**config.mk**
```make
export PLATFORM = sky130hd
export DESIGN_NAME = uart_rx_os
export DESIGN_NICKNAME = d
export VERILOG_FILES = /design/src/rtl/uart_rx_os.sv
export SDC_FILE = /design/constraint.sdc
export NUM_CORES = 1
export LEC_CHECK = 0
export CELL_PAD_IN_SITES_DETAIL_PLACEMENT = 0
export CELL_PAD_IN_SITES_GLOBAL_PLACEMENT = 1
export CORE_UTILIZATION = 39
export CTS_CLUSTER_SIZE = 16
export DETAILED_ROUTE_END_ITERATION = 8
export GPL_ROUTABILITY_DRIVEN = 0
export PLACE_DENSITY_LB_ADDON = 0.1
export SLEW_MARGIN = 0
export SYNTH_ARGS = -nofsm -noshare
export SYNTH_HDL_FRONTEND = slang
export SYNTH_SLANG_ARGS = --single-unit
```
**constraint.sdc**
```tcl
create_clock -name clk -period 1.96 [get_ports clk]
set_clock_uncertainty 0.15 [all_clocks]
set_input_delay 0.392 -clock clk [delete_from_list [all_inputs] [get_ports clk]]
set_output_delay 0.392 -clock clk [all_outputs]
set_load 0.01 [all_outputs]
```
**src/rtl/uart_rx_os.sv**
```systemverilog
// uart_rx_os: 8N1 oversampling UART receiver.
// Synchronizes rx, detects the start edge, recovers each bit by 3-sample
// majority vote on a 16x baud tick and reports each frame as a one-clk
// o_rx_done pulse (byte on o_dout) or an o_frame_err pulse.
// Ports:
//   clk, rst        - system clock, synchronous active-high reset
//   b_tick          - one-clk pulse, OVERSAMPLE per bit period
//   rx              - asynchronous serial line, idle high
//   o_dout          - last correctly framed byte, held until next good frame
//   o_rx_done       - one-clk pulse, byte valid on o_dout
//   o_frame_err     - one-clk pulse, stop bit sampled low
//   o_rx_busy       - high while a frame is in progress
module uart_rx_os #(
    parameter int unsigned DATA_BITS  = 8,
    parameter int unsigned OVERSAMPLE = 16
) (
    input  logic                 clk,
    input  logic                 rst,
    input  logic                 b_tick,
    input  logic                 rx,
    output logic [DATA_BITS-1:0] o_dout,
    output logic                 o_rx_done,
    output logic                 o_frame_err,
    output logic                 o_rx_busy
);

    localparam int unsigned TICK_W = $clog2(OVERSAMPLE);
    localparam int unsigned IDX_W  = (DATA_BITS > 1) ? $clog2(DATA_BITS) : 1;

    // Sample points straddle mid-bit; evaluation happens on the last one.
    localparam logic [TICK_W-1:0] SAMP_A   = TICK_W'(OVERSAMPLE / 2 - 1);
    localparam logic [TICK_W-1:0] SAMP_B   = TICK_W'(OVERSAMPLE / 2);
    localparam logic [TICK_W-1:0] SAMP_C   = TICK_W'(OVERSAMPLE / 2 + 1);
    localparam logic [TICK_W-1:0] TICK_END = TICK_W'(OVERSAMPLE - 1);
    localparam logic [IDX_W-1:0]  IDX_LAST = IDX_W'(DATA_BITS - 1);

    localparam logic [1:0] S_IDLE  = 2'd0;
    localparam logic [1:0] S_START = 2'd1;
    localparam logic [1:0] S_DATA  = 2'd2;
    localparam logic [1:0] S_STOP  = 2'd3;

    logic                 rx_meta_q, rx_meta_d;
    logic                 rx_sync_q, rx_sync_d;
    logic                 rx_prev_q, rx_prev_d;
    logic [1:0]           state_q, state_d;
    logic [TICK_W-1:0]    tick_q, tick_d;
    logic [IDX_W-1:0]     idx_q, idx_d;
    logic                 samp_a_q, samp_a_d;
    logic                 samp_b_q, samp_b_d;
    logic [DATA_BITS-1:0] shreg_q, shreg_d;
    logic [DATA_BITS-1:0] dout_q, dout_d;
    logic                 done_q, done_d;
    logic                 ferr_q, ferr_d;
    logic                 busy_q, busy_d;

    logic rxs_c;
    logic fall_c;
    logic bit_c;

    // Next-state and output logic.
    always_comb begin
        rx_meta_d = rx;
        rx_sync_d = rx_meta_q;
        rx_prev_d = rx_sync_q;
        state_d   = state_q;
        tick_d    = tick_q;
        idx_d     = idx_q;
        samp_a_d  = samp_a_q;
        samp_b_d  = samp_b_q;
        shreg_d   = shreg_q;
        dout_d    = dout_q;
        done_d    = 1'b0;
        ferr_d    = 1'b0;

        rxs_c  = rx_sync_q;
        fall_c = rx_prev_q & ~rx_sync_q;
        // Third sample is the live synced value on the evaluation tick.
        bit_c  = (samp_a_q & samp_b_q) | (samp_a_q & rxs_c) | (samp_b_q & rxs_c);

        case (state_q)
            S_IDLE: begin
                // Edge is clk-based; a coincident b_tick is deliberately dropped.
                if (fall_c) begin
                    state_d  = S_START;
                    tick_d   = '0;
                    samp_a_d = 1'b0;
                    samp_b_d = 1'b0;
                end
            end
            default: begin
                if (b_tick) begin
                    tick_d = tick_q + TICK_W'(1);
                    if (tick_q == SAMP_A) samp_a_d = rxs_c;
                    if (tick_q == SAMP_B) samp_b_d = rxs_c;

                    if (tick_q == SAMP_C) begin
                        if (state_q == S_START) begin
                            if (bit_c) state_d = S_IDLE;
                        end else if (state_q == S_DATA) begin
                            shreg_d = {bit_c, shreg_q[DATA_BITS-1:1]};
                        end else begin
                            // Mid-stop return leaves room for a back-to-back start bit.
                            if (bit_c) begin
                                dout_d = shreg_q;
                                done_d = 1'b1;
                            end else begin
                                ferr_d = 1'b1;
                            end
                            state_d = S_IDLE;
                        end
                    end

                    if (tick_q == TICK_END) begin
                        if (state_q == S_START) begin
                            state_d = S_DATA;
                            idx_d   = '0;
                        end else if (state_q == S_DATA) begin
                            if (idx_q == IDX_LAST) state_d = S_STOP;
                            else                   idx_d   = idx_q + IDX_W'(1);
                        end
                    end
                end
            end
        endcase

        busy_d = (state_d != S_IDLE);
    end

    // State and output registers.
    always_ff @(posedge clk) begin
        if (rst) begin
            rx_meta_q <= 1'b1;
            rx_sync_q <= 1'b1;
            rx_prev_q <= 1'b1;
            state_q   <= S_IDLE;
            tick_q    <= '0;
            idx_q     <= '0;
            samp_a_q  <= 1'b0;
            samp_b_q  <= 1'b0;
            shreg_q   <= '0;
            dout_q    <= '0;
            done_q    <= 1'b0;
            ferr_q    <= 1'b0;
            busy_q    <= 1'b0;
        end else begin
            rx_meta_q <= rx_meta_d;
            rx_sync_q <= rx_sync_d;
            rx_prev_q <= rx_prev_d;
            state_q   <= state_d;
            tick_q    <= tick_d;
            idx_q     <= idx_d;
            samp_a_q  <= samp_a_d;
            samp_b_q  <= samp_b_d;
            shreg_q   <= shreg_d;
            dout_q    <= dout_d;
            done_q    <= done_d;
            ferr_q    <= ferr_d;
            busy_q    <= busy_d;
        end
    end

    assign o_dout      = dout_q;
    assign o_rx_done   = done_q;
    assign o_frame_err = ferr_q;
    assign o_rx_busy   = busy_q;

endmodule
```
==> flow_summary_export.csv <==
group,metric,value,unit
logic_synthesis,async_flop_share,0,%
clock_network,cts_setup_buffers,0,
clock_network,h-tree-depth,2,
sta,slew_violations,0,
floorplanning,die_w,64.4,um
sta,grt_setup_unrepaired,"no",
sta,post-route-period-util,93.5,%
global_route,grt_usage,15.4,%
global_route,grt_max_degree,27,
route,drc_errors,0,
worst_setup_path,crit_buf_inv,2,
sta,period_needed,1830,ps
power,switchingPower,288,uW
sta,fin_setup_tns,0,ps
logic_synthesis,synth-simple-area-share,19.0,%
clock_network,clk_latency,290,ps
placement,io_buffers,14,
floorplanning,fp.dieArea,4140,sq um
clock_network,cts_hold_buf,0,
route,wl,2.81,mm
worst_setup_path,crit_chain,"inv_1 > ha_1 > nor2b_1 > buf_4 > nand2_1 > or4_1 > nor2_1",
power,power_density,742,nW/um^2
run,drv_cap,0,
route,vias_per_cell,4.95,
floorplanning,rows,22,
clock_network,clk_path_buf_depth,2,
power,seqPwrFrac,48.2,%
clock_network,clk_pin_slew,70,ps
sta,slew-limit-headroom,73.4,%
run_status,status,"finished, final reports clean",
cells_and_area,final_common_cell,"dfxtp_1",
logic_synthesis,ys.flop_type,"dfxtp_1",
floorplanning,core_area,3690,sq um
route,wl_met3,102,um
power,vdd_ir_drop_max,290,uV
cells_and_area,final_cell_mix,"dfxtp_1, nor2_1, mux2i_1",
sta,finalSetupViolCount,0,
power,pwr-share-clk,46.8,%
power,p_int,1.12,mW
route,highest_layer,"met4",
floorplanning,die_h,64.4,um
logic_synthesis,syn_area,1520,sq um
logic_synthesis,synth_mux_area_share,12.5,%
power,total_power,1.41,mW
logic_synthesis,synth_compound_area_share,10.9,%
route,ant_nets,0,
floorplanning,io_pins,15,
clock_network,root_buffer,"clkbuf_8",
logic_synthesis,ys_types,34,
logic_synthesis,synth_cells,157,
logic_synthesis,synth_top_family_by_area,"simple AND/OR/NAND/NOR gates",
logic_synthesis,synth-edff-count,0,
clock_network,cts_tree,"built",
worst_setup_path,crit_family,"simple AND/OR/NAND/NOR gates",
placement,dp_hpwl,2.06,mm
route,wl_per_cell,12.2,um
floorplanning,initial_utilization,41.1,%
sta,tightest_slew,399,ps
clock_network,postCtsResizedCells,0,
logic_synthesis,ys_seq_area_share,43.5,%
route,vias,1138,
logic_synthesis,syn_avg_cell_area,9.67,sq um
worst_setup_path,critPathLaunchType,"flip-flop",
worst_setup_path,cp_max_fo,5,
sta,finalHoldViolCount,0,
cells_and_area,nFillCells,358,
logic_synthesis,synthAdderAreaFrac,8.08,%
clock_network,cts_sinks,33,
worst_setup_path,max_stage_delay,420,ps
route,wl_met2,1.24,mm
power,combPwrFrac,5.0,%
logic_synthesis,yosys_warnings,0,
global_route,globalRouteOverflowTotal,0,
global_route,grt_pass1_vias,1033,
logic_synthesis,synth-seq-cells,33,
route,drt_iter0_drc,37,
worst_hold_path,worstHoldPathType,"reg2reg",
global_route,grt_pass1_wl,4.75,mm
cells_and_area,drive_gt1_share,13.7,%
route,firstDrtPassIters,4,
worst_setup_path,crit_path_end_kind,"flip-flop",
worst_setup_path,worstPathArrival,1900,ps
cells_and_area,antenna_cells,0,
worst_setup_path,critical_path_class,"reg2reg",
logic_synthesis,synth_nets,170,
clock_network,cts_buffers,5,
power,leakagePower,0.771,nW
logic_synthesis,synth_xor_area_share,1.15,%
power,switching_share,20.4,%
cells_and_area,area_growth,25.3,%
worst_setup_path,cp.required,2030,ps
cells_and_area,final_nets,194,
worst_setup_path,cp_slowest_cell,"or4_1",
route,met1Wirelength,1.42,mm
sta,max_freq,0.546,GHz
global_route,antenna_found_initial,0,
==> power by group through the flow <==
stage | Sequential, mW | Clock (mW) | Combinational, mW
floorplan | 0.696 | 0 | 0.0388
global placement | 0.695 | 0 | 0.0711
detailed placement | 0.695 | 0 | 0.0715
CTS | 0.680 | 0.683 | 0.0715
global route | 0.680 | 0.712 | 0.0794
finish | 0.680 | 0.660 | 0.0711
==> sequential cells by signal (all words and copies together), names as in the netlist <==
register,cells
o_frame_err,1
o_dout,8
samp_b_q,1
idx_q,3
rx_meta_q,1
shreg_q,8
rx_prev_q,1
o_rx_done,1
samp_a_q,1
tick_q,4
state_q,2
rx_prev_d,1
o_rx_busy,1
==> path summary, 6_finish.rpt <==
| check | start | endpoint | slack (ps) | cells after the start |
|---|---|---|---|---|
| hold / removal | rx_meta_q$_SDFF_PP1_ | rx_prev_d$_SDFF_PP1_ | 260 | 1 |
| setup reg to reg | state_q[0]$_SDFF_PP0_ | o_frame_err$_SDFF_PP0_ | 130 | 7 |
| hold reg to reg | rx_meta_q$_SDFF_PP1_ | rx_prev_d$_SDFF_PP1_ | 260 | 1 |
| setup / recovery | state_q[0]$_SDFF_PP0_ | o_frame_err$_SDFF_PP0_ | 130 | 7 |
==> final cells by class <==
class                           count  area, sq um  area share, %
Clock buffer                        7         86.3           4.54
Timing Repair Buffer               25          248           13.0
Multi-Input combinational cell    107          783           41.2
Sequential cell                    33          661           34.7
Tap cell                           48         60.1           3.16
Clock inverter                      1         30.0           1.58
Inverter                            9         33.8           1.78
==> cells in the mapped netlist (all sizes together) (2+ instances only) <==
library cell  number  area share, %
dfxtp             33             44
nor2              27            6.7
mux2i             19             13
ha                 9            7.4
inv                9            2.2
a21oi              6            2.0
nand2              6            1.5
nand2b             6            2.5
nor3               5            1.6
buf                4            1.6
clkbuf             4           0.99
nand3              3            1.8
o2111ai            3            2.6
or2                3            1.2
a22oi              2           0.99
and3b              2            1.2
xnor2              2            1.2
==> layer usage <==
| layer | track usage [%] | vias to the layer above |
|---|---|---|
| li1 | - | 585 |
| met1 | 19.7 | 526 |
| met2 | 23.2 | 21 |
| met3 | 5.36 | 6 |
| met4 | 6.67 | 0 |
| met5 | 0 | - |
==> per-stage QoR <==
| step | setup slack [ps] | hold slack (ps) | instance area [sq um] | util [%] | std cells |
|---|---|---|---|---|---|
| 2_1_floorplan | 101 | 239 | 1520 | - | 157 |
| 3_3_place_gp | -94.8 | 245 | 1790 | 48.4 | 222 |
| 3_5_place_dp | -115 | 248 | 1790 | 48.4 | 222 |
| 4_1_cts | 90.3 | 264 | 1900 | 51.6 | 230 |
| 5_1_grt | 22.9 | 291 | 1900 | 51.6 | 230 |
| 6_report | 128 | 259 | 1900 | 51.6 | 230 |
==> kinds of logic after synthesis <==
group / after synthesis
compound gates: 19
xor+xnor: 2
fa+ha+maj: 10
buf+inv: 17
flops: 33
mux: 19
simple gates: 57
No activity file was read; power rests on OpenSTA's default activity.
